--- src/rtl/tc_pl_bus_arb_if.sv ---
// Requester-side and SPI-master-side signal bundle for tc_pl_bus_arb.
// slave = arbiter view, master = view of the blocks around the arbiter.
interface tc_pl_bus_arb_if #(
    parameter int NREQ = 4,
    parameter int DW   = 8,
    parameter int SELW = 8,
    parameter int LENW = 8
);
    // requester side
    logic [NREQ-1:0]      req;
    logic [NREQ*SELW-1:0] req_sel;
    logic [NREQ*LENW-1:0] req_len;
    logic [NREQ-1:0]      req_valid;
    logic [NREQ*DW-1:0]   req_data;
    logic [NREQ-1:0]      gnt;
    logic [NREQ-1:0]      req_dreq;
    logic [DW-1:0]        rx_data;
    logic [NREQ-1:0]      rx_valid;
    logic [NREQ-1:0]      done;
    logic [NREQ-1:0]      err;
    logic                 busy;

    // SPI master / CSN mux side
    logic                 spi_tx_idle;
    logic                 spi_tx_dreq;
    logic                 spi_tx_valid;
    logic [DW-1:0]        spi_tx_data;
    logic                 spi_rx_valid;
    logic [DW-1:0]        spi_rx_data;
    logic [SELW-1:0]      chip_sel;

    modport slave (
        input  req, req_sel, req_len, req_valid, req_data,
        input  spi_tx_idle, spi_tx_dreq, spi_rx_valid, spi_rx_data,
        output gnt, req_dreq, rx_data, rx_valid, done, err, busy,
        output spi_tx_valid, spi_tx_data, chip_sel
    );

    modport master (
        output req, req_sel, req_len, req_valid, req_data,
        output spi_tx_idle, spi_tx_dreq, spi_rx_valid, spi_rx_data,
        input  gnt, req_dreq, rx_data, rx_valid, done, err, busy,
        input  spi_tx_valid, spi_tx_data, chip_sel
    );
endinterface

--- src/rtl/tc_pl_bus_arb.sv ---
// Round-robin arbiter + frame sequencer sharing one SPI master and CSN mux among NREQ requesters.
// Latency: req -> gnt 2 cycles from IDLE; req_valid -> spi_tx_valid 1 cycle; spi_rx -> rx_valid 1 cycle.
// Backpressure: bytes are pulled only on master dreq; a requester silent for TOUT cycles aborts the frame.
module tc_pl_bus_arb #(
    parameter int NREQ = 4,
    parameter int DW   = 8,
    parameter int SELW = 8,
    parameter int LENW = 8,
    parameter int TOUT = 1023
) (
    input  logic              clk,
    input  logic              rst,
    tc_pl_bus_arb_if.slave    bus
);

    localparam int PW = (NREQ > 1) ? $clog2(NREQ) : 1;
    localparam int TW = $clog2(TOUT + 1);

    typedef enum logic [2:0] {
        ST_IDLE,
        ST_ARB,
        ST_LOAD,
        ST_WAITB,
        ST_XFER,
        ST_ABORT,
        ST_DONE
    } state_t;

    state_t            state_q, state_d;
    logic [PW-1:0]     ptr_q, ptr_d;
    logic [PW-1:0]     g_q, g_d;
    logic [LENW-1:0]   len_q, len_d;
    logic [LENW-1:0]   tx_cnt_q, tx_cnt_d;
    logic [LENW-1:0]   rx_cnt_q, rx_cnt_d;
    logic [TW-1:0]     tout_q, tout_d;
    logic              abort_q, abort_d;
    logic [NREQ-1:0]   gnt_q, gnt_d;
    logic [NREQ-1:0]   dreq_q, dreq_d;
    logic [NREQ-1:0]   rxv_q, rxv_d;
    logic [DW-1:0]     rxd_q, rxd_d;
    logic [NREQ-1:0]   done_q, done_d;
    logic [NREQ-1:0]   err_q, err_d;
    logic              busy_q, busy_d;
    logic              txv_q, txv_d;
    logic [DW-1:0]     txd_q, txd_d;
    logic [SELW-1:0]   sel_q, sel_d;

    // Winner search: first set req bit at or after the pointer, wrapping.
    logic              win_vld;
    logic [PW-1:0]     win_idx;
    logic [PW-1:0]     cand;
    int                cand_i;

    always_comb begin
        win_vld = 1'b0;
        win_idx = '0;
        cand    = '0;
        cand_i  = 0;
        for (int k = 0; k < NREQ; k++) begin
            cand_i = int'(ptr_q) + k;
            if (cand_i >= NREQ) begin
                cand_i = cand_i - NREQ;
            end
            cand = PW'(cand_i);
            if (!win_vld && bus.req[cand]) begin
                win_vld = 1'b1;
                win_idx = cand;
            end
        end
    end

    logic [PW-1:0] ptr_inc;
    logic          g_valid;
    logic [DW-1:0] g_data;
    logic          rx_ok;
    logic          frame_end;

    assign ptr_inc   = (g_q == PW'(NREQ - 1)) ? '0 : g_q + 1'b1;
    assign g_valid   = bus.req_valid[g_q];
    assign g_data    = bus.req_data[g_q*DW +: DW];
    assign frame_end = (tx_cnt_q == len_q) && (rx_cnt_q == len_q) && bus.spi_tx_idle;
    // Received bytes are only routed once the frame has actually started on the wire.
    assign rx_ok     = busy_q && ((state_q == ST_WAITB) || (state_q == ST_XFER) ||
                                  (state_q == ST_ABORT) || (state_q == ST_DONE));

    always_comb begin
        state_d  = state_q;
        ptr_d    = ptr_q;
        g_d      = g_q;
        len_d    = len_q;
        tx_cnt_d = tx_cnt_q;
        rx_cnt_d = rx_cnt_q;
        tout_d   = tout_q;
        abort_d  = abort_q;
        gnt_d    = gnt_q;
        busy_d   = busy_q;
        sel_d    = sel_q;
        txd_d    = txd_q;
        rxd_d    = rxd_q;
        dreq_d   = '0;
        rxv_d    = '0;
        done_d   = '0;
        err_d    = '0;
        txv_d    = 1'b0;

        case (state_q)
            ST_IDLE: begin
                if ((|bus.req) && bus.spi_tx_idle) begin
                    state_d = ST_ARB;
                end
            end
            ST_ARB: begin
                if (win_vld) begin
                    gnt_d          = '0;
                    gnt_d[win_idx] = 1'b1;
                    g_d            = win_idx;
                    sel_d          = bus.req_sel[win_idx*SELW +: SELW];
                    len_d          = bus.req_len[win_idx*LENW +: LENW];
                    busy_d         = 1'b1;
                    tx_cnt_d       = '0;
                    rx_cnt_d       = '0;
                    abort_d        = 1'b0;
                    state_d        = ST_LOAD;
                end else begin
                    state_d = ST_IDLE;
                end
            end
            ST_LOAD: begin
                if (len_q == '0) begin
                    state_d = ST_DONE;
                end else begin
                    dreq_d  = gnt_q;
                    tout_d  = '0;
                    state_d = ST_WAITB;
                end
            end
            ST_WAITB: begin
                // A byte arriving on the expiry cycle still wins over the abort.
                if (g_valid) begin
                    txv_d    = 1'b1;
                    txd_d    = g_data;
                    tx_cnt_d = tx_cnt_q + 1'b1;
                    state_d  = ST_XFER;
                end else if (tout_q == TW'(TOUT - 1)) begin
                    err_d   = gnt_q;
                    abort_d = 1'b1;
                    state_d = ST_ABORT;
                end else begin
                    tout_d = tout_q + 1'b1;
                end
            end
            ST_XFER: begin
                if (frame_end) begin
                    state_d = ST_DONE;
                end else if (bus.spi_tx_dreq && (tx_cnt_q < len_q)) begin
                    dreq_d  = gnt_q;
                    tout_d  = '0;
                    state_d = ST_WAITB;
                end
            end
            ST_ABORT: begin
                if (bus.spi_tx_idle) begin
                    state_d = ST_DONE;
                end
            end
            ST_DONE: begin
                done_d  = abort_q ? '0 : gnt_q;
                gnt_d   = '0;
                busy_d  = 1'b0;
                ptr_d   = ptr_inc;
                state_d = ST_IDLE;
            end
            default: begin
                state_d = ST_IDLE;
            end
        endcase

        if (rx_ok && bus.spi_rx_valid) begin
            rxv_d    = gnt_q;
            rxd_d    = bus.spi_rx_data;
            rx_cnt_d = rx_cnt_q + 1'b1;
        end
    end

    always_ff @(posedge clk) begin
        if (rst) begin
            state_q  <= ST_IDLE;
            ptr_q    <= '0;
            g_q      <= '0;
            len_q    <= '0;
            tx_cnt_q <= '0;
            rx_cnt_q <= '0;
            tout_q   <= '0;
            abort_q  <= 1'b0;
            gnt_q    <= '0;
            dreq_q   <= '0;
            rxv_q    <= '0;
            rxd_q    <= '0;
            done_q   <= '0;
            err_q    <= '0;
            busy_q   <= 1'b0;
            txv_q    <= 1'b0;
            txd_q    <= '0;
            sel_q    <= '0;
        end else begin
            state_q  <= state_d;
            ptr_q    <= ptr_d;
            g_q      <= g_d;
            len_q    <= len_d;
            tx_cnt_q <= tx_cnt_d;
            rx_cnt_q <= rx_cnt_d;
            tout_q   <= tout_d;
            abort_q  <= abort_d;
            gnt_q    <= gnt_d;
            dreq_q   <= dreq_d;
            rxv_q    <= rxv_d;
            rxd_q    <= rxd_d;
            done_q   <= done_d;
            err_q    <= err_d;
            busy_q   <= busy_d;
            txv_q    <= txv_d;
            txd_q    <= txd_d;
            sel_q    <= sel_d;
        end
    end

    assign bus.gnt          = gnt_q;
    assign bus.req_dreq     = dreq_q;
    assign bus.rx_data      = rxd_q;
    assign bus.rx_valid     = rxv_q;
    assign bus.done         = done_q;
    assign bus.err          = err_q;
    assign bus.busy         = busy_q;
    assign bus.spi_tx_valid = txv_q;
    assign bus.spi_tx_data  = txd_q;
    assign bus.chip_sel     = sel_q;

endmodule

--- src/flat_wrapper.sv ---
// flat-port wrapper written by rule: the top's interface ports become plain ports
module tc_pl_bus_arb_flat 
#(
    parameter int NREQ = 4,
    parameter int DW   = 8,
    parameter int SELW = 8,
    parameter int LENW = 8,
    parameter int TOUT = 1023
)
  (clk, rst, bus_req, bus_req_sel, bus_req_len, bus_req_valid, bus_req_data, bus_spi_tx_idle, bus_spi_tx_dreq, bus_spi_rx_valid, bus_spi_rx_data, bus_gnt, bus_req_dreq, bus_rx_data, bus_rx_valid, bus_done, bus_err, bus_busy, bus_spi_tx_valid, bus_spi_tx_data, bus_chip_sel);
  tc_pl_bus_arb_if #(.NREQ(NREQ), .DW(DW), .SELW(SELW), .LENW(LENW)) bus_i ();
  input  logic clk;
  input  logic rst;
  input wire logic [$bits(bus_i.req)-1:0] bus_req;
  input wire logic [$bits(bus_i.req_sel)-1:0] bus_req_sel;
  input wire logic [$bits(bus_i.req_len)-1:0] bus_req_len;
  input wire logic [$bits(bus_i.req_valid)-1:0] bus_req_valid;
  input wire logic [$bits(bus_i.req_data)-1:0] bus_req_data;
  input wire logic [$bits(bus_i.spi_tx_idle)-1:0] bus_spi_tx_idle;
  input wire logic [$bits(bus_i.spi_tx_dreq)-1:0] bus_spi_tx_dreq;
  input wire logic [$bits(bus_i.spi_rx_valid)-1:0] bus_spi_rx_valid;
  input wire logic [$bits(bus_i.spi_rx_data)-1:0] bus_spi_rx_data;
  output wire logic [$bits(bus_i.gnt)-1:0] bus_gnt;
  output wire logic [$bits(bus_i.req_dreq)-1:0] bus_req_dreq;
  output wire logic [$bits(bus_i.rx_data)-1:0] bus_rx_data;
  output wire logic [$bits(bus_i.rx_valid)-1:0] bus_rx_valid;
  output wire logic [$bits(bus_i.done)-1:0] bus_done;
  output wire logic [$bits(bus_i.err)-1:0] bus_err;
  output wire logic [$bits(bus_i.busy)-1:0] bus_busy;
  output wire logic [$bits(bus_i.spi_tx_valid)-1:0] bus_spi_tx_valid;
  output wire logic [$bits(bus_i.spi_tx_data)-1:0] bus_spi_tx_data;
  output wire logic [$bits(bus_i.chip_sel)-1:0] bus_chip_sel;
  assign bus_i.req = bus_req;
  assign bus_i.req_sel = bus_req_sel;
  assign bus_i.req_len = bus_req_len;
  assign bus_i.req_valid = bus_req_valid;
  assign bus_i.req_data = bus_req_data;
  assign bus_i.spi_tx_idle = bus_spi_tx_idle;
  assign bus_i.spi_tx_dreq = bus_spi_tx_dreq;
  assign bus_i.spi_rx_valid = bus_spi_rx_valid;
  assign bus_i.spi_rx_data = bus_spi_rx_data;
  assign bus_gnt = bus_i.gnt;
  assign bus_req_dreq = bus_i.req_dreq;
  assign bus_rx_data = bus_i.rx_data;
  assign bus_rx_valid = bus_i.rx_valid;
  assign bus_done = bus_i.done;
  assign bus_err = bus_i.err;
  assign bus_busy = bus_i.busy;
  assign bus_spi_tx_valid = bus_i.spi_tx_valid;
  assign bus_spi_tx_data = bus_i.spi_tx_data;
  assign bus_chip_sel = bus_i.chip_sel;
  tc_pl_bus_arb #(.NREQ(NREQ), .DW(DW), .SELW(SELW), .LENW(LENW), .TOUT(TOUT)) u_core (.clk(clk), .rst(rst), .bus(bus_i));
endmodule
--- config.mk ---
export PLATFORM = sky130hd
export DESIGN_NAME = tc_pl_bus_arb_flat
export DESIGN_NICKNAME = d
export VERILOG_FILES = /design/src/rtl/tc_pl_bus_arb_if.sv /design/src/rtl/tc_pl_bus_arb.sv /design/src/flat_wrapper.sv
export SDC_FILE = /design/constraint.sdc
export NUM_CORES = 1
export LEC_CHECK = 0
export CAP_MARGIN = 10
export CORE_MARGIN = 5
export CORE_UTILIZATION = 25
export DETAILED_ROUTE_END_ITERATION = 8
export DONT_BUFFER_PORTS = 1
export PLACE_DENSITY_LB_ADDON = 0.2
export SLEW_MARGIN = 20
export SYNTH_ARGS = -nofsm -noshare
export SYNTH_HDL_FRONTEND = slang
export SYNTH_SLANG_ARGS = --single-unit
--- constraint.sdc ---
create_clock -name clk -period 2.7 [get_ports clk]
set_clock_uncertainty 0.2 [all_clocks]
set_input_delay 0.675 -clock clk [delete_from_list [all_inputs] [get_ports clk]]
set_output_delay 0.675 -clock clk [all_outputs]
set_load 0.1 [all_outputs]
Word level (Yosys, flattened, before mapping)
Cells that the tools add are included.

Bits in registers: 88. Bits of input ports: 117. Output and inout bits: 46. Word-level logic and storage cells: 164.

Add/sub/neg operators: 11. Order comparisons: 12. Equal/unequal tests: 22. Shift-type cells: 3. Multiplexer cells: 58. Bitwise logic cells: 4. Reduce and logical (&&, ||, !) cells: 36.

Operator list (number): 32-bit by 6-bit indexed part select with 8-bit output (3); 10-bit two-way mux (5); 8-bit two-way mux (4); 10-bit one-hot mux with 3 select lines (1); 3-bit two-way mux (7); 2-bit two-way mux (10); 2-bit by 3-bit < comparator with 1-bit output, second input constant (6); 3-bit one-hot mux with 6 select lines (1); 8-bit by 1-bit adder with 8-bit output, second input constant (2); 8-bit == test (2); 4-bit two-way mux (4); 4-bit one-hot mux with 2 select lines (2); 8-bit one-hot mux with 2 select lines (1); 1-bit two-way mux (15); 2-bit inequality test, second input constant (7); 10-bit by 1-bit adder with 10-bit output, second input constant (1); 1-bit binary-select mux with 2-bit select (5); 10-bit == test, second input constant (1); 1-bit logical AND (10); 3-bit == test, second input constant (3); 3-bit >= comparator, second input constant (3); 8-bit logical NOT (1); 8-bit < comparator (1); 2-bit AND reduction (4); 25 further kinds (47).

Logic depth before layout (Yosys ltp)
Depth in word-level cells: 20. Depth in mapped cells: 9.

Least setup slack after synthesis
No wires, ideal clock.

Kind: input-to-reg. Start: input bus_req[0]. End: register u_core.state_q[2]. Setup time: 0.067 ns. Arrival: 2.081 ns. Data required time: 2.433 ns. Path slack: 0.352 ns. Stages: 6. Cell sequence: or4_4 a2111oi_4 a31o_4 a21oi_2 a31o_1 a21oi_2.

Longest elaborated chain between the ends: 4.

Ends and longest elaborated chain: from (decl) (line flat_wrapper.sv:14) `input wire logic [$bits(bus_i.req)-1:0] bus_req;`; 4-bit OR reduction (line tc_pl_bus_arb.sv:108) `if ((|bus.req) && bus.spi_tx_idle) begin`; 1-bit logical AND (line tc_pl_bus_arb.sv:108); 2-bit by 1-bit inequality test with 1-bit output (no source line); 4-bit AND reduction (no source line); to (signal assigned) (line tc_pl_bus_arb.sv:206) `state_q <= state_d;`; to (decl) (line tc_pl_bus_arb.sv:29) `state_t state_q, state_d;`.

No other way between the ends. A chain may end at the register's enable or synchronous reset.

Worst setup path in the final report
Start: register u_core.len_q[5]. End: register u_core.tout_q[2].

Longest elaborated chain between the ends: 5. Elaborated cells between the ends (all ways): 11. Classes of those cells: order compare (1); eq/ne (5); reduce/logical (5).

Ends and longest elaborated chain: from (decl) (line tc_pl_bus_arb.sv:32) `logic [LENW-1:0] len_q, len_d;`; from (signal assigned) (line tc_pl_bus_arb.sv:209) `len_q <= len_d;`; branches (longest 4 deep; another with 8-bit < comparator); 6-bit AND reduction (no source line) *; to (signal assigned) (line tc_pl_bus_arb.sv:212) `tout_q <= tout_d;`; to (decl) (line tc_pl_bus_arb.sv:35) `logic [TW-1:0] tout_q, tout_d;`.

Every way passes the cells marked *.

==> impl_metrics.csv <==
group,metric,value,unit
sta,tightest_slew,0.5241,ns
yosys,ys_top_cells_by_area,"dfxtp_1 (36%), mux2i_1 (9.0%), a21oi_1 (4.9%)",
setup_path,slowest_stage,"or4_1",
floorplan,die_w,149.6,um
setup_path,crit_cells,8,
clocking,ctsResizeCount,0,
pwr,total_leakage_power,0.002271,uW
setup_path,worst-r2r-cell-count,8,
clocking,cts_buffer_depth,2,
setup_path,cpMostUsedCell,"a21oi_1",
sta,fin_crit,2.484,ns
sta,setup_violations,0,
clocking,clkTransAtPathRegs,0.07,ns
setup_path,critPathBufInv,1,
outcome,status,"finished clean",
pwr,max-vdd-ir-drop,0.4724,mV
global_routing,antenna_found_initial,0,
placement,gp_congestion,0.8351,
finish,area_growth,20.29,%
route,drt.antenna.violating_nets,0,
sta,hold_viol,0,
floorplan,row_count,51,
sta,slew_violations,0,
floorplan,initial_utilization,0.2520,
setup_path,critical_path.max_fanout,9,
setup_path,worstPathArrival,2.57,ns
setup_path,crit_chain,"inv_1 > ha_1 > a21oi_1 > nor2_1 > a2111oi_4 > a21oi_2 > or4_1 > a21oi_1",
yosys,syn_area,4872,um2
clocking,root_buffer,"clkbuf_16",
clocking,cts_tree,"built",
yosys,ys_seq_area_frac,0.3616,
min_path,hp-class,"input port to register",
sta,grt_setup_unrepaired,"false",
route,drt_iter0_drc,257,
yosys,yosysTopAreaCell,"dfxtp_1",
setup_path,worstSetupStartpoint,"u_core.len_q[5]",
floorplan,ios,163,
floorplan,fp.coreArea,19330,um2
yosys,synth-edff-count,0,
yosys,syn_inst,543,
min_path,hold_depth,1,
route,routedWlPerCell,16.24,um
min_path,min-delay-start,"rst",
global_routing,track_usage,0.1237,
finish,fin_cells,859,
finish,postLayoutCoreUtil,0.3031,
yosys,synth_ff_type,"dfxtp_1",
setup_path,r2r_start,"u_core.len_q[5]",
placement,dp_cells,843,
yosys,async_reset_ff_frac,0,
clocking,htreeDepth,3,
pwr,power_density,798.8,nW/um2
sta,slew_headroom,0.6479,
placement,dpl.hpwl,10860,um
yosys,ys_seq_elements,88,
setup_path,critPathCaptureType,"register",
global_routing,grt.overflow.total,0,
clocking,clkSinkCount,88,
placement,io_buffers,0,
sta,max_freq,0.4026,GHz
setup_path,cp_data_required_time,2.78,ns
yosys,synth_fp_nets,673,
route,vias,4130,
clocking,clock_latency,0.35,ns
floorplan,die_h,149.6,um
yosys,netlist.area_leader.share,0.3616,
floorplan,die_area,22380,um2
finish,antenna_cells,0,
pwr,power,4681,uW
clocking,cts_setup_buffers,0,
global_routing,grt_max_degree,64,
global_routing,grt_first_pass_wirelength,21850,um
sta,fin_crit_sh,0.9200,
setup_path,startpoint_type,"register",
route,drcViolationCount,0,
route,drt-total-wl,13950,um
yosys,yosys_warnings,0,
sta,setup-tns-final,0,ns
flow_run,maxCapViolCount,0,
finish,nets,719,
setup_path,crit_family,"compound AO/OA/AOI/OAI gates",
setup_path,crit_type,"register to register",
placement,place_area,5563,um2
clocking,cts_hold_buf,0,
finish,fin_area,5861,um2
finish,drive_gt1_frac,0.2104,
global_routing,grt_pass1_vias,4194,
yosys,synth_cell_type_count,55,
yosys,synth_area_per_cell,8.973,um2
route,drt-pass1-iter-count,4,
setup_path,critical-path-max-stage-delay,0.53,ns
route,vias_per_cell,4.808,
clocking,cts_buffers,9,
per-stage QoR:
step | hold slack [ns] | setup slack [ns]
2_1_floorplan | 0.2370 | 0.3524
3_3_place_gp | 0.2390 | 0.2537
3_5_place_dp | 0.2420 | 0.2091
4_1_cts | 0.1789 | 0.2186
5_1_grt | 0.1757 | 0.02791
6_report | 0.2012 | 0.2161
synthesized netlist by cell type, drive strengths merged, types with 2 or more instances:
cell,number
nor4,3
inv,15
dfxtp,88
nor2,34
o21ai,25
ha,13
xor2,12
nand3,28
o21bai,2
a32oi,2
nand3b,22
mux2,16
a2111oi,2
mux4,9
a21oi,52
and2,16
a31o,2
o22ai,3
a211o,2
and3,9
or3,11
or4,4
clkbuf,15
nor3,12
nand2,52
mux2i,44
a211oi,4
nand2b,8
and4,3
a21o,3
nand4,8
buf,16
registers in the layout (all words and copies together), names as in the netlist:
name                     cells
u_core.abort_q               1
u_core.bus.chip_sel          8
u_core.bus.rx_data           8
u_core.bus.rx_valid          4
u_core.rx_cnt_q              8
u_core.bus.req_dreq          4
u_core.state_q               3
u_core.bus.err               4
u_core.bus.spi_tx_data       8
u_core.bus.done              4
u_core.bus.busy              1
u_core.ptr_q                 2
u_core.len_q                 8
u_core.g_q                   2
u_core.tout_q               10
u_core.bus.spi_tx_valid      1
u_core.tx_cnt_q              8
u_core.bus.gnt               4
layer usage:
metal	up-vias	track usage	part of all wire
met3	11	0.04664	0.12
met2	176	0.1993	0.44
met1	1906	0.1554	0.43
met4	0	0.03432	0.012
met5	-	0	0
li1	2037	-	-
worst paths after layout:
| check | slack (ns) | endpoint |
|---|---|---|
| setup / recovery | 0.22 | u_core.tout_q[2] |
| hold / removal | 0.20 | u_core.ptr_q[1] |
| setup reg to reg | 0.22 | u_core.tout_q[2] |
| hold reg to reg | 0.26 | u_core.abort_q |
layout make-up:
class	instances	area, um2
inverters	15	56.30
repair buffers	67	528.0
flip-flops and latches	88	1762
clock buffers	9	225.2
multi-input cells	408	2885
fillers	2040	13470
well taps	265	331.6
clock inverters	7	72.57
cell families after synthesis:
logic type | count (synthesis) | share of synthesized area
xor+xnor | 13 | 0.02337
fa+ha+maj | 13 | 0.03339
flops | 88 | 0.3616
buf+inv | 47 | 0.04879
compound gates | 99 | 0.1292
mux | 69 | 0.1690
simple gates | 214 | 0.2347
cell usage in the layout, fill, tap and decap left out, types with 3 or more instances in the layout:
master / synthesis / layout
a21oi_2: 3 / 3
buf_4: 5 / 65
mux2_2: 16 / 16
and3_1: 9 / 9
nor3_1: 11 / 11
nand4_1: 7 / 7
nand3_1: 28 / 28
xor2_1: 12 / 12
or3_1: 11 / 11
nand2b_1: 7 / 7
clkbuf_16: 0 / 9
nand3b_1: 22 / 22
a21oi_1: 48 / 48
nand2_1: 51 / 51
o21ai_0: 7 / 7
o21ai_1: 17 / 17
or4_1: 3 / 3
mux4_2: 9 / 9
inv_1: 13 / 13
a211oi_1: 4 / 3
dfxtp_1: 88 / 88
and4_1: 3 / 3
ha_1: 13 / 13
nor4_1: 3 / 3
nor2_1: 34 / 34
and2_1: 16 / 16
o22ai_1: 3 / 3
a21o_1: 3 / 3
mux2i_1: 44 / 44
power breakdown:
group / total, uW / internal [uW] / switching [uW]
logic: 1880 / 634 / 1250
registers: 1550 / 1420 / 129
clock network: 1250 / 653 / 596
worst register-to-register path, delay by kind of cell (launching register included):
kind                       cells  cell delay [ns]
adders and majority gates      1             0.29
buffers and inverters          1             0.08
and+or+nand+nor                2             0.61
DFF                            1             0.37
AOI/OAI and AO/OA              4             0.88
Note: power is estimated with default switching activity, not from simulation.
